`src/rtl/dmem_access_unit_pkg.sv`:
```
// Shared encodings for the memory-stage data access unit: access sizes and FSM states.
package dmem_access_unit_pkg;

    localparam logic [1:0] SIZE_B = 2'b00;
    localparam logic [1:0] SIZE_H = 2'b01;
    localparam logic [1:0] SIZE_W = 2'b10;

    typedef enum logic [1:0] {
        S_IDLE = 2'b00,
        S_REQ  = 2'b01,
        S_WAIT = 2'b10,
        S_DONE = 2'b11
    } state_t;

    // Size code 11 behaves exactly like a word access.
    function automatic logic [1:0] norm_size(input logic [1:0] size);
        return (size == 2'b11) ? SIZE_W : size;
    endfunction

endpackage

```
`src/rtl/dmem_access_unit_load_ext.sv`:
```
// Load extraction: selects the addressed byte/half from the bus word and sign- or zero-extends it.
module mem_load_ext
    import dmem_access_unit_pkg::*;
(
    input  logic [31:0] rdata,
    input  logic [1:0]  addr,
    input  logic [1:0]  size,
    input  logic        sign,
    output logic [31:0] result
);

    logic [7:0]  byte_v;
    logic [15:0] half_v;

    always_comb begin
        case (addr)
            2'd0:    byte_v = rdata[7:0];
            2'd1:    byte_v = rdata[15:8];
            2'd2:    byte_v = rdata[23:16];
            default: byte_v = rdata[31:24];
        endcase
        half_v = addr[1] ? rdata[31:16] : rdata[15:0];

        case (size)
            SIZE_B:  result = {{24{sign & byte_v[7]}}, byte_v};
            SIZE_H:  result = {{16{sign & half_v[15]}}, half_v};
            default: result = rdata;
        endcase
    end

endmodule

```
`src/rtl/dmem_access_unit.sv`:
```
// M-stage data access unit driving a split address/data handshake bus.
// Optional macro DMEM_ALIGN_CHK_EN: trap misaligned accesses instead of forcing alignment.
module dmem_access_unit
    import dmem_access_unit_pkg::*;
#(
    parameter int ADDR_W = 32,
    parameter int DATA_W = 32
) (
    input  logic              clk,
    input  logic              rst,
    input  logic              memReadM,
    input  logic              memWriteM,
    input  logic [1:0]        memSizeM,
    input  logic              memSignM,
    input  logic [ADDR_W-1:0] ALUOutM,
    input  logic [DATA_W-1:0] writeDataM,
    output logic [DATA_W-1:0] readDataM,
    output logic              memStallM,
    output logic              data_req,
    output logic              data_wr,
    output logic [1:0]        data_size,
    output logic [ADDR_W-1:0] data_addr,
    output logic [3:0]        data_wstrb,
    output logic [DATA_W-1:0] data_wdata,
    input  logic              data_addr_ok,
    input  logic [DATA_W-1:0] data_rdata,
    input  logic              data_data_ok,
    output logic              addrErrM,
    output logic [ADDR_W-1:0] badVAddrM
);

    state_t            state;
    state_t            state_next;
    logic              access;
    logic              misaligned;
    logic              req;
    logic              capture;
    logic [1:0]        size_n;
    logic [1:0]        lane;
    logic [ADDR_W-1:0] eff_addr;
    logic [DATA_W-1:0] ext_data;
    logic [DATA_W-1:0] rdata_q;

    assign access = memReadM | memWriteM;
    assign size_n = norm_size(memSizeM);

`ifdef DMEM_ALIGN_CHK_EN
    assign misaligned = access & (((size_n == SIZE_H) & ALUOutM[0]) |
                                  ((size_n == SIZE_W) & (ALUOutM[1:0] != 2'b00)));
    assign eff_addr   = ALUOutM;
    assign addrErrM   = misaligned & ~rst;
    assign badVAddrM  = (misaligned & ~rst) ? ALUOutM : '0;
`else
    assign misaligned = 1'b0;
    assign addrErrM   = 1'b0;
    assign badVAddrM  = '0;

    // Low address bits are silently dropped so the bus only ever sees aligned accesses.
    always_comb begin
        case (size_n)
            SIZE_H:  eff_addr = {ALUOutM[ADDR_W-1:1], 1'b0};
            SIZE_W:  eff_addr = {ALUOutM[ADDR_W-1:2], 2'b00};
            default: eff_addr = ALUOutM;
        endcase
    end
`endif

    assign lane = eff_addr[1:0];

    always_comb begin
        data_wdata = writeDataM;
        data_wstrb = 4'b1111;
        case (size_n)
            SIZE_B: begin
                data_wdata = {4{writeDataM[7:0]}};
                data_wstrb = 4'b0001 << lane;
            end
            SIZE_H: begin
                data_wdata = {2{writeDataM[15:0]}};
                data_wstrb = lane[1] ? 4'b1100 : 4'b0011;
            end
            default: ;
        endcase
        if (!memWriteM) data_wstrb = 4'b0000;
    end

    assign data_wr   = memWriteM;
    assign data_size = memSizeM;
    assign data_addr = eff_addr;

    mem_load_ext u_load_ext (
        .rdata  (data_rdata),
        .addr   (lane),
        .size   (size_n),
        .sign   (memSignM),
        .result (ext_data)
    );

    always_ff @(posedge clk or posedge rst) begin
        if (rst) state <= S_IDLE;
        else     state <= state_next;
    end

    // IDLE and REQ share the request path: both complete on addr_ok, possibly with data_ok alongside.
    always_comb begin
        state_next = state;
        req        = 1'b0;
        capture    = 1'b0;
        case (state)
            S_IDLE, S_REQ: begin
                if (access && !misaligned) begin
                    req = 1'b1;
                    if (data_addr_ok) begin
                        capture    = data_data_ok;
                        state_next = data_data_ok ? S_DONE : S_WAIT;
                    end else begin
                        state_next = S_REQ;
                    end
                end
            end
            S_WAIT: begin
                if (data_data_ok) begin
                    capture    = 1'b1;
                    state_next = S_DONE;
                end
            end
            default: state_next = S_IDLE;
        endcase
    end

    always_ff @(posedge clk or posedge rst) begin
        if (rst)          rdata_q <= '0;
        else if (capture) rdata_q <= ext_data;
    end

    assign data_req  = req & ~rst;
    assign memStallM = access & ~misaligned & (state != S_DONE) & ~rst;
    assign readDataM = (state == S_DONE) ? rdata_q : '0;

endmodule

```
`config.mk`:
```
export PLATFORM = sky130hd
export DESIGN_NAME = dmem_access_unit
export DESIGN_NICKNAME = d
export VERILOG_FILES = /design/src/rtl/dmem_access_unit_pkg.sv /design/src/rtl/dmem_access_unit_load_ext.sv /design/src/rtl/dmem_access_unit.sv
export SDC_FILE = /design/constraint.sdc
export NUM_CORES = 1
export LEC_CHECK = 0
export BUFFER_PORTS_ARGS = -buffer_cell sky130_fd_sc_hd__buf_2
export CORE_MARGIN = 4
export CORE_UTILIZATION = 42
export CTS_CLUSTER_DIAMETER = 30
export DETAILED_ROUTE_END_ITERATION = 8
export PLACE_DENSITY_LB_ADDON = 0.12
export SYNTH_ARGS = -nofsm -noshare
export SYNTH_HDL_FRONTEND = slang
export SYNTH_SLANG_ARGS = --single-unit
```
`constraint.sdc`:
```
create_clock -name clk -period 1.9 [get_ports clk]
set_clock_uncertainty 0.1 [all_clocks]
set_input_delay 0 -clock clk [delete_from_list [all_inputs] [get_ports clk]]
set_output_delay 0 -clock clk [all_outputs]
set_load 0.02 [all_outputs]
```
Word-level counts from Yosys, hierarchy flattened
Index checks and enable logic that the tools add are counted.
{ "word_totals": {"word_cells": 47, "output_inout_bits": 138, "input_bits": 105, "register_bits": 34} }
{ "classes": {"reduce_logical": 5, "eq_ne": 11, "muxes": 21, "bitwise": 7, "shift": 1} }
{ "ops": {"columns": ["op", "n"], "rows": [
  ["$pmux W32 S2", 2],
  ["$mux W32", 1],
  ["$pmux W8 S3", 1],
  ["$mux W16", 1],
  ["$eq A2 B2 Y1 const B", 5],
  ["$mux W2", 4],
  ["$mux W4", 2],
  ["$pmux W2 S2", 2],
  ["$pmux W4 S2", 1],
  ["$eq A2 B1 Y1 const B", 3],
  ["$logic_not A2 Y1", 3],
  ["$mux W1", 6],
  ["$ne A2 B2 Y1 const B", 3],
  ["$and A1 B1 Y1", 5],
  ["$shl A1 B2 Y4 const A", 1],
  ["$pmux W1 S2", 1],
  ["$reduce_and A2 Y1", 1],
  ["$reduce_or A2 Y1", 1],
  ["$not A1 Y1", 1],
  ["$or A1 B1 Y1", 1]
]} }

Depth between registers and ports, before layout
{ "logic_depth": {"depth_word": 8, "mapped_depth": 7, "ltp_nobuf": 6} }

Hierarchy
From an unflattened synthesis, not the netlist that was laid out.
{ "unflattened": {"hier_cells": 445, "hier_area_um2": 3756.1} }
{ "by_module_without_submodules": {"columns": ["module", "cells_per_inst", "instances", "seq_area_each_um2", "area_each_um2"], "rows": [
  ["dmem_access_unit", 330, 1, 850.8, 2880.3],
  ["mem_load_ext", 115, 1, 0.0, 875.8]
]} }

Least setup slack after synthesis
Ideal clock, no wire load.
{ "synth_path": {"path_type": "flip-flop to flip-flop", "from": "register state[1]", "to": "register rdata_q[16]", "setup_time_ns": 0.128, "arrival_ns": 1.468, "required_time_ns": 1.672, "period_less_slack_ns": 1.696, "path_stages_with_launch": 7, "slack_ns": 0.204, "n_path_buf": 2, "path_cell_list": "dfrtp_1 buf_4 mux2i_4 nand2_4 buf_4 nor4b_2 nor3_2"} }
{ "synth_between": {"elab_chain_len": 3, "elab_cells_between_ends": 5, "cone_classes": "2 x eq/ne; 1 x mux; 2 x reduce/logical"} }
{ "synth_lines": {"columns": ["item", "line", "source"], "rows": [
  ["from (decl)", "dmem_access_unit.sv:32", "state_t state;"],
  ["from (signal assigned)", "dmem_access_unit.sv:101", "else state <= state_next;"],
  ["$eq A2 B1 Y1 or $logic_not A2 Y1 (tied branches)", "dmem_access_unit.sv:109", "case (state)"],
  ["$reduce_or A2 Y1", "dmem_access_unit.sv:109", null],
  ["$pmux W1 S2 *", "dmem_access_unit.sv:109", null],
  ["to (signal assigned)", "dmem_access_unit.sv:133", "else if (capture) rdata_q <= ext_data;"],
  ["to (decl)", "dmem_access_unit.sv:42", "logic [DATA_W-1:0] rdata_q;"]
]} }
Every way passes the cells marked *; elsewhere a longest branch is shown, timed or not.
A chain may end at the register's enable or synchronous reset.

Worst setup path in the final report
{ "layout_path": {"from": "input port data_rdata[7]", "to": "register rdata_q[22]"} }
{ "layout_between": {"elab_chain_len": 3} }
{ "layout_lines": {"columns": ["item", "line", "source"], "rows": [
  ["from (decl)", "dmem_access_unit.sv:26", "input logic [DATA_W-1:0] data_rdata,"],
  ["$pmux W8 S3", "dmem_access_unit_load_ext.sv:16", "case (addr)"],
  ["$and A1 B1 Y1", "dmem_access_unit_load_ext.sv:25", "SIZE_B: result = {{24{sign & byte_v[7]}}, byte_v};"],
  ["$pmux W32 S2", "dmem_access_unit_load_ext.sv:24", "case (size)"]
]} }
Every way passes these cells.

==> Implementation_results.wiki <==
{| class="wikitable"
! Metric !! Value
|-
| Power density normalized to cell area || 924 nW/µm²
|-
| Cell type with the largest total area after synthesis || sky130_fd_sc_hd__dfrtp_1
|-
| Wire length of the first global-routing pass || 18500 µm
|-
| Timing-limited maximum frequency || 550 MHz
|-
| Total Die Area || 9800 µm²
|-
| Outcome || completed
|-
| Post-Place Cells || 620
|-
| Horizontal die dimension || between 90 and 100 µm
|-
| Largest net degree at the start of global routing || 42
|-
| Primary flip-flop cell chosen by synthesis mapping || sky130_fd_sc_hd__dfrtp_1
|-
| Num Clock Sinks || 34
|-
| Launch point of the worst reg-to-reg path || state[1]
|-
| Overall routed net length || about 12000 µm
|-
| Critical setup path kind || primary input to flop
|-
| Path category of the worst min-delay check || primary input to flop
|-
| Largest fanout on the critical path || 9
|-
| Clock transition at the registers of the reported paths || 0.07 ns
|-
| Hold WS || 0.00810 ns
|-
| Final Max Slew Viols || 0
|-
| Placed Instance Area || 3910 µm²
|-
| TritonRoute pass-1 iters || 5
|-
| Number of clock buffers inserted by TritonCTS || 5
|-
| Number of cells traversed by the worst register-to-register path || 4
|-
| Layout net count || 680
|-
| Count of unresolved DRC violations after routing || 0
|-
| Max-Cap Viols || 0
|-
| Worst hold path depth || 3
|-
| Bufs on Longest Clock Path || 2
|-
| Post-CTS setup buffers || 0
|-
| Hold Crit Start || data_rdata[12]
|-
| Final hold violations || 0
|-
| Top cells by area in the synthesized netlist || sky130_fd_sc_hd__dfrtp_1, sky130_fd_sc_hd__buf_4, sky130_fd_sc_hd__and3_1
|-
| Reg2reg end || rdata_q[25]
|-
| Routed vias || between 3000 and 4000
|-
| Area growth syn-to-layout || 30.0%
|-
| Via count of the first global-routing pass || 3522
|-
| Diode count || 0
|-
| Global routing usage summed across all routing layers || 23.0%
|-
| Cells traversed along the worst timing path || dlygate4sd3_1 -> buf_2 -> inv_1 -> or3_1 -> a31oi_4 -> buf_4 -> nor4b_2 -> nor3_2
|-
| Boundary Pins || 243
|-
| Startpoint types || primary input
|-
| Cell area after technology mapping || 3480 µm²
|-
| Antenna violations before repair || 0
|-
| Starting density of the core || 44.1%
|-
| Drt initial violations || 179
|-
| Share of post-route cells with drive strength above 1 || 39.5%
|-
| HPWL after detailed placement || ~8400 µm
|-
| Synth Instances || 427
|-
| Worst Max-Slew Pin Slew || 0.518 ns
|-
| Final weighted congestion in routability-driven placement || 0.859
|-
| Required time worst endpoint || 2.01 ns
|-
| Area of the core region || 7890 µm²
|-
| Number of storage elements in the synthesis netlist || 34
|-
| Gate family responsible for the most delay along the worst path || buffers and inverters
|-
| Number of buffers added on ports || 149
|-
| Worst hold endpoint || rdata_q[12]
|-
| Maximum VDD drop || 0.407 mV
|-
| Detailed-route wire length per cell || 17.6 µm
|-
| Detailed-route vias per instance || 5.27
|-
| Warning count from the yosys run || 0
|-
| Synthesized area divided by synthesized cell count || 8.14 µm²
|-
| Filler-free cell count of the finished design || 677
|-
| Static leakage || 2.33 nW
|-
| Buffering stage count on the worst path with inverters included || 4
|-
| Met2 wire length || 5950 µm
|-
| Buffer type at the clock tree root || sky130_fd_sc_hd__clkbuf_8
|-
| Row count || 32
|-
| Final sum of negative setup slack || 0 ns
|-
| DRT met1 WL || 5130 µm
|-
| Y dimension of the die || 99.0 µm
|-
| Cell with the most instances after synthesis || sky130_fd_sc_hd__buf_4
|-
| Seq/Total Area, Yosys || 24.5%
|-
| Data arrival time of the critical path || 1.93 ns
|-
| Clock tree from TritonCTS || done
|-
| Kind of end point of the critical path || flop
|-
| Top routing layer used || met4
|-
| Crit-path slowest cell || sky130_fd_sc_hd__dlygate4sd3_1
|-
| Critical Path Max Stage Delay || 0.52 ns
|-
| Number of nets still failing antenna checks after routing || 0
|-
| List of most frequent post-synthesis cells || sky130_fd_sc_hd__buf_4, sky130_fd_sc_hd__nand2_1, sky130_fd_sc_hd__and3_1, sky130_fd_sc_hd__dfrtp_1
|-
| Post-synth EDFFs || 0
|-
| Period minus WS final || 1.82 ns
|-
| End-of-flow core utilization || between 50% and 60%
|-
| DR WL met3 || roughly 760 µm
|-
| Fin area || 4520 µm²
|-
| Area fraction of the dominant cell type after synthesis || approximately 24%
|-
| Library cells used by synthesis || between 40 and 50
|-
| Sum of overflow across all layers after global routing || 0
|-
| Final period util || 95.7%
|-
| Clock latency at the later pin of the worst-skew pair || approximately 0.29 ns
|-
| RSZ-0062 raised after global routing || no
|-
| Final count of negative-setup-slack endpoints || 0
|-
| FFs w/ async S/R, synth || 100%
|-
| Register-to-register setup slack || 0.17 ns
|-
| Worst slew margin || 65.3%
|-
| H-tree levels || 2
|}
## sequential cells by signal, summed over array words and instances, names as in the netlist
signal / cells
rdata_q: 32
state: 2
## area by class of cell
| type | count | area [µm²] |
|---|---|---|
| clock buffers | 6 | 82.6 |
| clock inverters | 1 | 30.0 |
| fillers | 729 | 3370 |
| inverters | 5 | 18.8 |
| multi-input cells | 312 | 2000 |
| flip-flops and latches | 34 | 851 |
| well taps | 102 | 128 |
| repair buffers | 217 | 1410 |
## what timing repair did
item	4_1_cts	5_1_grt
gates resized for setup	0	0
endpoints found under the hold margin	82	1
setup endpoints to repair	0	0
hold buffers	49	1
## metal layers
layer  global-route usage (%)  vias up
li1                         -     1690
met1                     31.1     1709
met4                     4.94        0
met2                     38.4      159
met5                        0        -
met3                     4.25       13
## worst reg2reg max path: stages, from the launching register on
cell and delay, ns:
sky130_fd_sc_hd__dfrtp_1 0.41, sky130_fd_sc_hd__mux2i_4 0.30, sky130_fd_sc_hd__nand2_4 0.16, sky130_fd_sc_hd__nor3_2 0.48
sky130_fd_sc_hd__a211oi_2 0.14
## metrics by stage
step                      power, mW  worst slack, ns
after floorplan                2.85            0.204
after global placement         3.31            0.256
after detailed placement       3.35            0.173
after CTS                      4.18           0.0878
after global routing           4.48         0.000951
final                          4.18           0.0809
## where the power goes
| part | internal [mW] | switching [mW] |
|---|---|---|
| clock | 0.420 | 0.270 |
| sequential | 1.08 | 0.206 |
| combinational | 0.860 | 1.34 |
| total | 2.36 | 1.82 |
## cells by family (layout without fill, tap and decap cells)
logic type | Yosys count | in the layout | synth area share, %
AOI/OAI and AO/OA | 83 | 83 | 15.9
DFF | 34 | 34 | 24.5
and+or+nand+nor | 165 | 165 | 28.2
muxes | 31 | 31 | 10.0
buffers and inverters | 113 | 229 | 21.3
other | 1 | 33 | 0.108
## worst max-delay path by stage
stage / startpoint / endpoint / slack, ns / cells past startpoint
after floorplan: state[1] / rdata_q[16] / 0.20 / 6
after global placement: state[1] / rdata_q[25] / 0.26 / 4
after detailed placement: state[1] / rdata_q[25] / 0.17 / 4
after CTS: data_rdata[7] / rdata_q[22] / 0.09 / 8
after global routing: memReadM / rdata_q[29] / 0.001 / 7
final: data_rdata[7] / rdata_q[22] / 0.08 / 8
## layout by cell type, fill, tap and decap left out, drive strengths merged, types with 10 or more instances in the layout
cell / n
buf: 167
dlygate4sd3: 50
nand2: 49
and3: 41
dfrtp: 34
conb: 33
o21ai: 30
nor2: 27
mux2: 21
nor3: 13
a31oi: 12
a21oi: 10
mux2i: 10
No activity file was read; power rests on OpenSTA's default activity.
